`config.mk`:
```
export PLATFORM = sky130hd
export DESIGN_NAME = inst_buffer
export DESIGN_NICKNAME = d
export VERILOG_FILES = /design/src/rtl/inst_buffer.sv
export SDC_FILE = /design/constraint.sdc
export NUM_CORES = 1
export LEC_CHECK = 0
export CAP_MARGIN = 20
export CORE_MARGIN = 2
export CORE_UTILIZATION = 45
export DETAILED_ROUTE_END_ITERATION = 8
export PLACE_DENSITY_LB_ADDON = 0.15
export SYNTH_ARGS = -nofsm -noshare
export SYNTH_HDL_FRONTEND = slang
export SYNTH_SLANG_ARGS = --single-unit
```
`constraint.sdc`:
```
create_clock -name clock -period 12.4 [get_ports clock]
set_input_delay 1.86 -clock clock [delete_from_list [all_inputs] [get_ports clock]]
set_output_delay 1.86 -clock clock [all_outputs]
set_load 0.05 [all_outputs]
```
`src/rtl/inst_buffer.sv`:
```
// Fetch-to-decode instruction FIFO with single-cycle flush.
// Optional same-cycle empty bypass is enabled by defining INST_BUF_BYPASS_EN.
`ifndef NOP
`define NOP 32'h0000_0013
`endif

module inst_buffer #(
    parameter int unsigned DEPTH          = 8,
    parameter int unsigned XLEN           = 32,
    parameter int unsigned ALMOST_FULL_TH = DEPTH - 2
) (
    input  logic                       clock,
    input  logic                       reset,
    input  logic                       flush,
    input  logic                       in_valid,
    input  logic [31:0]                in_inst,
    input  logic [XLEN-1:0]            in_pc,
    input  logic [XLEN-1:0]            in_npc,
    output logic                       in_ready,
    output logic                       out_valid,
    output logic [31:0]                out_inst,
    output logic [XLEN-1:0]            out_pc,
    output logic [XLEN-1:0]            out_npc,
    input  logic                       out_ready,
    output logic [$clog2(DEPTH+1)-1:0] count,
    output logic                       almost_full,
    output logic                       empty
);

    localparam int unsigned AW = $clog2(DEPTH);
    localparam int unsigned CW = $clog2(DEPTH + 1);

    logic [31:0]     inst_mem_q [DEPTH];
    logic [XLEN-1:0] pc_mem_q   [DEPTH];
    logic [XLEN-1:0] npc_mem_q  [DEPTH];

    logic [AW-1:0] head_q, head_d;
    logic [AW-1:0] tail_q, tail_d;
    logic [CW-1:0] count_q, count_d;

    logic is_empty;
    logic bypass;
    logic push;
    logic pop;

    always_comb begin
        is_empty = (count_q == '0);
        in_ready = (count_q != CW'(DEPTH));
`ifdef INST_BUF_BYPASS_EN
        bypass = is_empty & in_valid & ~flush;
`else
        bypass = 1'b0;
`endif
        // A bypassed beat that decode takes this cycle never enters storage.
        push = in_valid & in_ready & ~flush & ~(bypass & out_ready);
        pop  = ~is_empty & out_ready & ~flush;
    end

    always_comb begin
        out_valid = ~is_empty | bypass;
        out_inst  = `NOP;
        out_pc    = '0;
        out_npc   = '0;
        if (bypass) begin
            out_inst = in_inst;
            out_pc   = in_pc;
            out_npc  = in_npc;
        end else if (!is_empty) begin
            out_inst = inst_mem_q[head_q];
            out_pc   = pc_mem_q[head_q];
            out_npc  = npc_mem_q[head_q];
        end
        empty       = is_empty;
        count       = count_q;
        almost_full = (count_q >= CW'(ALMOST_FULL_TH));
    end

    always_comb begin
        head_d  = head_q;
        tail_d  = tail_q;
        count_d = count_q;
        if (flush) begin
            head_d  = '0;
            tail_d  = '0;
            count_d = '0;
        end else begin
            if (push) tail_d = tail_q + AW'(1);
            if (pop)  head_d = head_q + AW'(1);
            case ({push, pop})
                2'b10:   count_d = count_q + CW'(1);
                2'b01:   count_d = count_q - CW'(1);
                default: count_d = count_q;
            endcase
        end
    end

    always_ff @(posedge clock) begin
        if (reset) begin
            head_q  <= '0;
            tail_q  <= '0;
            count_q <= '0;
        end else begin
            head_q  <= head_d;
            tail_q  <= tail_d;
            count_q <= count_d;
        end
    end

    // Entry contents are never cleared; pointers and count alone define validity.
    always_ff @(posedge clock) begin
        if (push && !reset) begin
            inst_mem_q[tail_q] <= in_inst;
            pc_mem_q[tail_q]   <= in_pc;
            npc_mem_q[tail_q]  <= in_npc;
        end
    end

endmodule

```
==> metrics.cfg, run 1 <==
[timing]
rsz0062_at_grt=no
finalSetupViolCount=0
slew_headroom_pct=35.81
setup_tns_ns=0
clock_skew_ns=0.01876
fin_hold_ws_ns=0.4763
maxSlewViolCount=0
max_freq_mhz=160.8
hold_viol=0
worst_slew_pin_slew_ns=0.9629
timing.final.ws_setup_ns=6.183
period_share_pct=50.14
layout_min_cycle_time_ns=6.217

[logic_synthesis]
post-synth-top-count-cell=edfxtp_1
synth_xor_area_share_pct=0.2055
avgSynthCellArea_um2=22.98
yosysTopAreaCellShare_pct=77.32
synthCells=1298
syn_area_um2=29830
synth_cell_types=27
synth_top_family_by_area=multiplexers
synthTopCellsByCount=edfxtp_1 (768), mux4_2 (192), nor2_1 (109)
synth_flop_cell=edfxtp_1
yosysWarnings=0
synth-adder-area-share_pct=0.2097
synthArstFlopShare_pct=0
muxShareOfSynthArea_pct=17.79
synthSimpleGateAreaFrac_pct=1.904
yosysTopAreaCell=edfxtp_1
synth_enable_flop_cells=768
synthesis.nets=1404
yosysSeqAreaShare_pct=78.19
synthTopCellsByArea=edfxtp_1 (77%), mux4_2 (14%), mux2i_1 (3.3%), nor2_1 (1.4%), dfxtp_1 (0.87%)
synth_compound_area_share_pct=0.1552
ys_ff_latch=781

[global_routing]
grt_pass1_vias=14430
grt_max_degree=98
gr-total-overflow=0
antenna_found_initial=7
grtUsageTotal_pct=18.47
grt_pass1_wl_um=92220

[critical_path]
crit_path_frequent_cell=buf_4
crit_type=reg -> out
critPathMaxStageDelay_ns=0.82
cp.arrival_ns=4.36
startpoint_type=flip-flop
worstPathRequired_ns=10.54
crit_fanout=59
worst_path_max_delay_cell=buf_4
end_kind=output port
crit_chain=buf_4 -> buf_4 -> mux4_2 -> mux2i_1 -> nor2_1 -> clkdlybuf4s50_1

[clock_network]
cts_buffer_depth=3
cts_resized=0
cts_setup_buffers=0
insertion_delay_ns=0.61
htreeDepth=3
root_buffer=clkbuf_16
cts_tree=built
clk_pin_slew_ns=0.05
clock-sinks=781
cts_buffers=80
ctsHoldBuffers=0

[pwr]
power-per-cell-area_nw_per_um2=153.1
ir_drop_mv=0.1091
power.leakage_nw=10.59
total_power_mw=5.407

[min_path]
hold_path_class=reg -> reg

[layout]
drive_gt1_share_pct=21.22
syn2layout_area_growth_pct=18.41
layout.nets=1649
fillers=5080

[die]
io_pins=205
die_area_um2=68360
die_y_um=261.5
dieWidth_um=261.5
rows=94
core-area_um2=65750
initial_core_util_pct=45.37

[routing]
drc=0
vias_per_cell=5.464
drt-initial-drc-count=746
first_pass_iters=5
drtAntennaViolNets=0
routedWlPerCell_um=25.14
num_vias=13510
wl_um=62160

[place]
gp_congestion=0.7092
hpwl_um=32060
portBuffers=204
pre_cts_ws_ns=6.467

[flow_run]
max_cap_viol_count=0

[status]
status=completed

stage by stage:
| stage | instances | util (%) | area [um^2] |
|---|---|---|---|
| final | 2472 | 53.72 | 35320 |
| after global routing | 2471 | 53.72 | 35320 |
| after CTS | 2470 | 53.67 | 35290 |
| after detailed placement | 2324 | 49.86 | 32780 |
| after global placement | 2324 | 49.86 | 32780 |
| after floorplan | 1298 | - | 29830 |
cell type report:
class / count / area (um^2) / area share, %
flip-flops and latches: 781 / 23330 / 66.07
multi-input cells: 448 / 6098 / 17.27
repair buffers: 231 / 2290 / 6.483
clock buffers: 106 / 2131 / 6.033
well taps: 864 / 1081 / 3.061
clock inverters: 40 / 377.9 / 1.070
inverters: 1 / 5.005 / 0.01417
diodes: 1 / 2.502 / 0.007085
registers in the layout (all words and copies together), names as in the netlist, named ones only:
| register | count |
|---|---|
| count | 4 |
| head_q | 3 |
| inst_mem_q | 256 |
| npc_mem_q | 256 |
| pc_mem_q | 256 |
| tail_q | 3 |
cells by family after synthesis:
logic type	Yosys count
AND/OR/NAND/NOR	138
AO/OA/AOI/OAI	8
adder cells (fa/ha/maj)	5
flip-flops	781
XOR/XNOR	7
multiplexers	290
buffers and inverters	69
worst max-delay path: cells and delay by family (launching register included):
family / cells / cell delay (ns)
muxes: 2 / 0.74
DFF: 1 / 0.56
buffers and inverters: 3 / 2.27
and+or+nand+nor: 1 / 0.08
metal layers:
metal	vias to the layer above	track usage [%]	part of all wire, %
met1	7219	25.31	43
met5	-	0	0.14
met4	12	4.814	1.7
met2	277	30.59	50
li1	5912	-	-
met3	88	3.659	4.8
placed cells by master (no fill, tap or decap), types with 3 or more instances in the layout:
cell type / Yosys / final
clkbuf_1: 11 / 24
dfxtp_1: 13 / 10
inv_6: 0 / 4
a21oi_1: 4 / 4
xor2_1: 7 / 7
ha_1: 5 / 5
edfxtp_1: 768 / 768
clkbuf_16: 0 / 81
buf_4: 8 / 24
or3_1: 3 / 3
clkdlybuf4s50_1: 0 / 204
dfxtp_4: 0 / 3
mux2i_1: 98 / 98
nand3_1: 4 / 4
bufinv_16: 0 / 7
nand2b_1: 4 / 4
clkinv_2: 1 / 13
nand2_1: 10 / 10
nor2_4: 0 / 6
clkinv_1: 0 / 15
nor2_1: 109 / 103
mux4_2: 192 / 192
path summary, 6_finish.rpt:
| path | start | to | slack (ns) | cells after the start |
|---|---|---|---|---|
| worst max-delay path | flip-flop | out_inst[31] | 6.18 | 6 |
| worst min-delay path | head_q[1] | flip-flop | 0.48 | 2 |
| worst max register to register | count[1] | npc_mem_q[6][18] | 8.71 | 5 |
| worst min register to register | head_q[1] | flip-flop | 0.48 | 2 |
where the power goes:
group          internal (mW)  total (mW)  switching, mW
combinational         0.0707       0.182          0.111
clock                   1.36        2.31          0.954
sequential              2.91        2.92        0.00379
total                   4.34        5.41           1.07
(Power assumes the default switching activity.)
==> run 2, diff against run 1 <==
- clock period: 12.4 -> 5.45 ns (I/O delays scaled with it)
==> run 2 against run 1 <==
Effect of this change:
- sequential power grew 130%
- register-to-register slack lost 6.1 ns
- sequential share of layout area fell by 0.26 points
- core utilization increased by 0.21 points
- clock-buffer cell count up 6
- total power increased by 130%
- clock power is 120% higher
- non-clock buffer count grew 6
- routed wire length fell by 2.4%
- sequential cell count is the same
- critical path type unchanged
- combinational power grew 130%
==> metrics.cfg, run 2 (synthesis results as in run 1) <==
[status]
status=completed  ; unchanged

[clock_network]
root_buffer=clkbuf_16  ; unchanged
htreeDepth=3  ; unchanged
insertion_delay_ns=0.62  ; was 0.61 ns
cts_tree=built  ; unchanged
clock-sinks=781  ; unchanged
cts_resized=0  ; unchanged
cts_buffer_depth=3  ; unchanged
ctsHoldBuffers=0  ; unchanged
cts_buffers=80  ; unchanged
cts_setup_buffers=0  ; unchanged
clk_pin_slew_ns=0.06  ; was 0.05 ns

[critical_path]
worstPathRequired_ns=4.63  ; was 10.54 ns
crit_fanout=45  ; was 59
crit_type=reg -> out  ; unchanged
cp.arrival_ns=3.68  ; was 4.36 ns
startpoint_type=flip-flop  ; unchanged
end_kind=output port  ; unchanged

[pwr]
power.leakage_nw=10.60  ; was 10.59 nW
power-per-cell-area_nw_per_um2=344.6  ; was 153.1 nW/um^2
total_power_mw=12.22  ; was 5.407 mW
ir_drop_mv=0.1831  ; was 0.1091 mV

[global_routing]
grt_max_degree=81  ; was 98
grt_use_met1_pct=25.29  ; was 25.31%
grtUsageMet3_pct=3.804  ; was 3.659%
antenna_found_initial=6  ; was 7
grtUsageTotal_pct=18.16  ; was 18.47%
grt_pass1_vias=14620  ; was 14430
grtUsageMet2_pct=29.37  ; was 30.59%
grt_pass1_wl_um=90930  ; was 92220 um
gr-total-overflow=0  ; unchanged
top_usage_layer=met2  ; unchanged

[timing]
max_freq_mhz=222.5
maxSlewViolCount=0  ; unchanged
layout_min_cycle_time_ns=4.495
rsz0062_at_grt=no  ; unchanged
finalSetupViolCount=0  ; unchanged
clock_skew_ns=0.01810  ; was 0.01876 ns
slew_headroom_pct=33.15  ; was 35.81%
period_share_pct=82.47
hold_viol=0  ; unchanged
worst_slew_pin_slew_ns=1.003  ; was 0.9629 ns

[routing]
drc=0  ; unchanged
wl_um=60680  ; was 62160 um
num_vias=13570  ; was 13510
first_pass_iters=5  ; unchanged
routedWlPerCell_um=24.54  ; was 25.14 um
vias_per_cell=5.488  ; was 5.464
drtAntennaViolNets=0  ; unchanged
drt-initial-drc-count=1056  ; was 746

[place]
placedCellCount=2331  ; was 2324
gp_congestion=0.7051  ; was 0.7092
portBuffers=204  ; unchanged
placed_area_um2=33000  ; was 32780 um^2
hpwl_um=31710  ; was 32060 um

[layout]
layout.nets=1655  ; was 1649
mostFrequentLayoutCell=edfxtp_1  ; unchanged
final_cell_area_um2=35460  ; was 35320 um^2
fin_cells=2473  ; was 2472
syn2layout_area_growth_pct=18.88  ; was 18.41%
top_regs=inst_mem_q: 256 flops, npc_mem_q: 256 flops, pc_mem_q: 256 flops  ; unchanged
final_cell_mix=edfxtp_1 (768), clkdlybuf4s50_1 (204), mux4_2 (192)  ; unchanged
drive_gt1_share_pct=21.27  ; was 21.22%

[die]
io_pins=205  ; unchanged
dieWidth_um=261.5  ; unchanged
die_area_um2=68360  ; unchanged
die_y_um=261.5  ; unchanged
rows=94  ; unchanged
core-area_um2=65750  ; unchanged
initial_core_util_pct=45.37  ; unchanged

[min_path]
hold_path_class=reg -> reg  ; unchanged

[flow_run]
max_cap_viol_count=0  ; unchanged

==> run 2: cell count changes in the layout (fill, tap and decap cells not counted), moves of 4 or more <==
cell       previous run  this run
buf_12                2        14
buf_4                24        19
clkinv_2             13         8
bufinv_16             7         3
clkbuf_16            81        85
==> run 2: through the flow <==
step | hold WS (ns) | util [%] | worst slack, ns | setup TNS, ns
floorplan | 0.4541 | - | -0.9075 | -499.17
detailed placement | 0.4668 | 50.19 | 1.545 | 0
global placement | 0.4585 | 50.19 | 1.594 | 0
finish | 0.4752 | 53.93 | 0.9551 | 0
CTS | 0.4757 | 53.93 | 0.8775 | 0
global route | 0.5051 | 53.93 | 0.7229 | 0
==> run 2: final timing paths <==
kind	start	endpoint	cells after the start	slack, ns
max	count[1]	out_npc[27]	5	0.96
min	head_q[1]	flip-flop	2	0.48
max reg2reg	count[1]	inst_mem_q[1][17]	5	2.65
min reg2reg	head_q[1]	flip-flop	2	0.48
==> run 2: report_power, final <==
| part | total, mW | leakage, nW | internal [mW] | switching, mW |
|---|---|---|---|---|
| clock | 5.17 | 1.19 | 3.00 | 2.17 |
| sequential | 6.64 | 7.03 | 6.63 | 0.00986 |
| combinational | 0.410 | 2.39 | 0.162 | 0.248 |
==> run 2: per-layer routing <==
| metal | part of all wire [%] | wire length [um] |
|---|---|---|
| met1 | 44 | 26630 |
| met4 | 1.6 | 948 |
| met2 | 49 | 29960 |
| met3 | 5.1 | 3080 |
| met5 | 0.11 | 66 |
==> run 2: worst max-delay path, cell delays in order, from the launching register on <==
cell and delay [ns]:
dfxtp_1 0.49, or4_4 0.26, clkinv_2 0.71, buf_4 0.55
nor2_1 0.18, clkdlybuf4s50_1 0.85
==> run 2: layout make-up <==
type | instances | area [um^2]
multi-input combinational | 448 | 6111
inverter | 1 | 5.005
sequential | 781 | 23330
clock inverter | 29 | 222.7
fill | 4989 | 30290
tap | 864 | 1081
timing repair buffer | 237 | 2465
clock buffer | 112 | 2238
antenna | 1 | 2.502
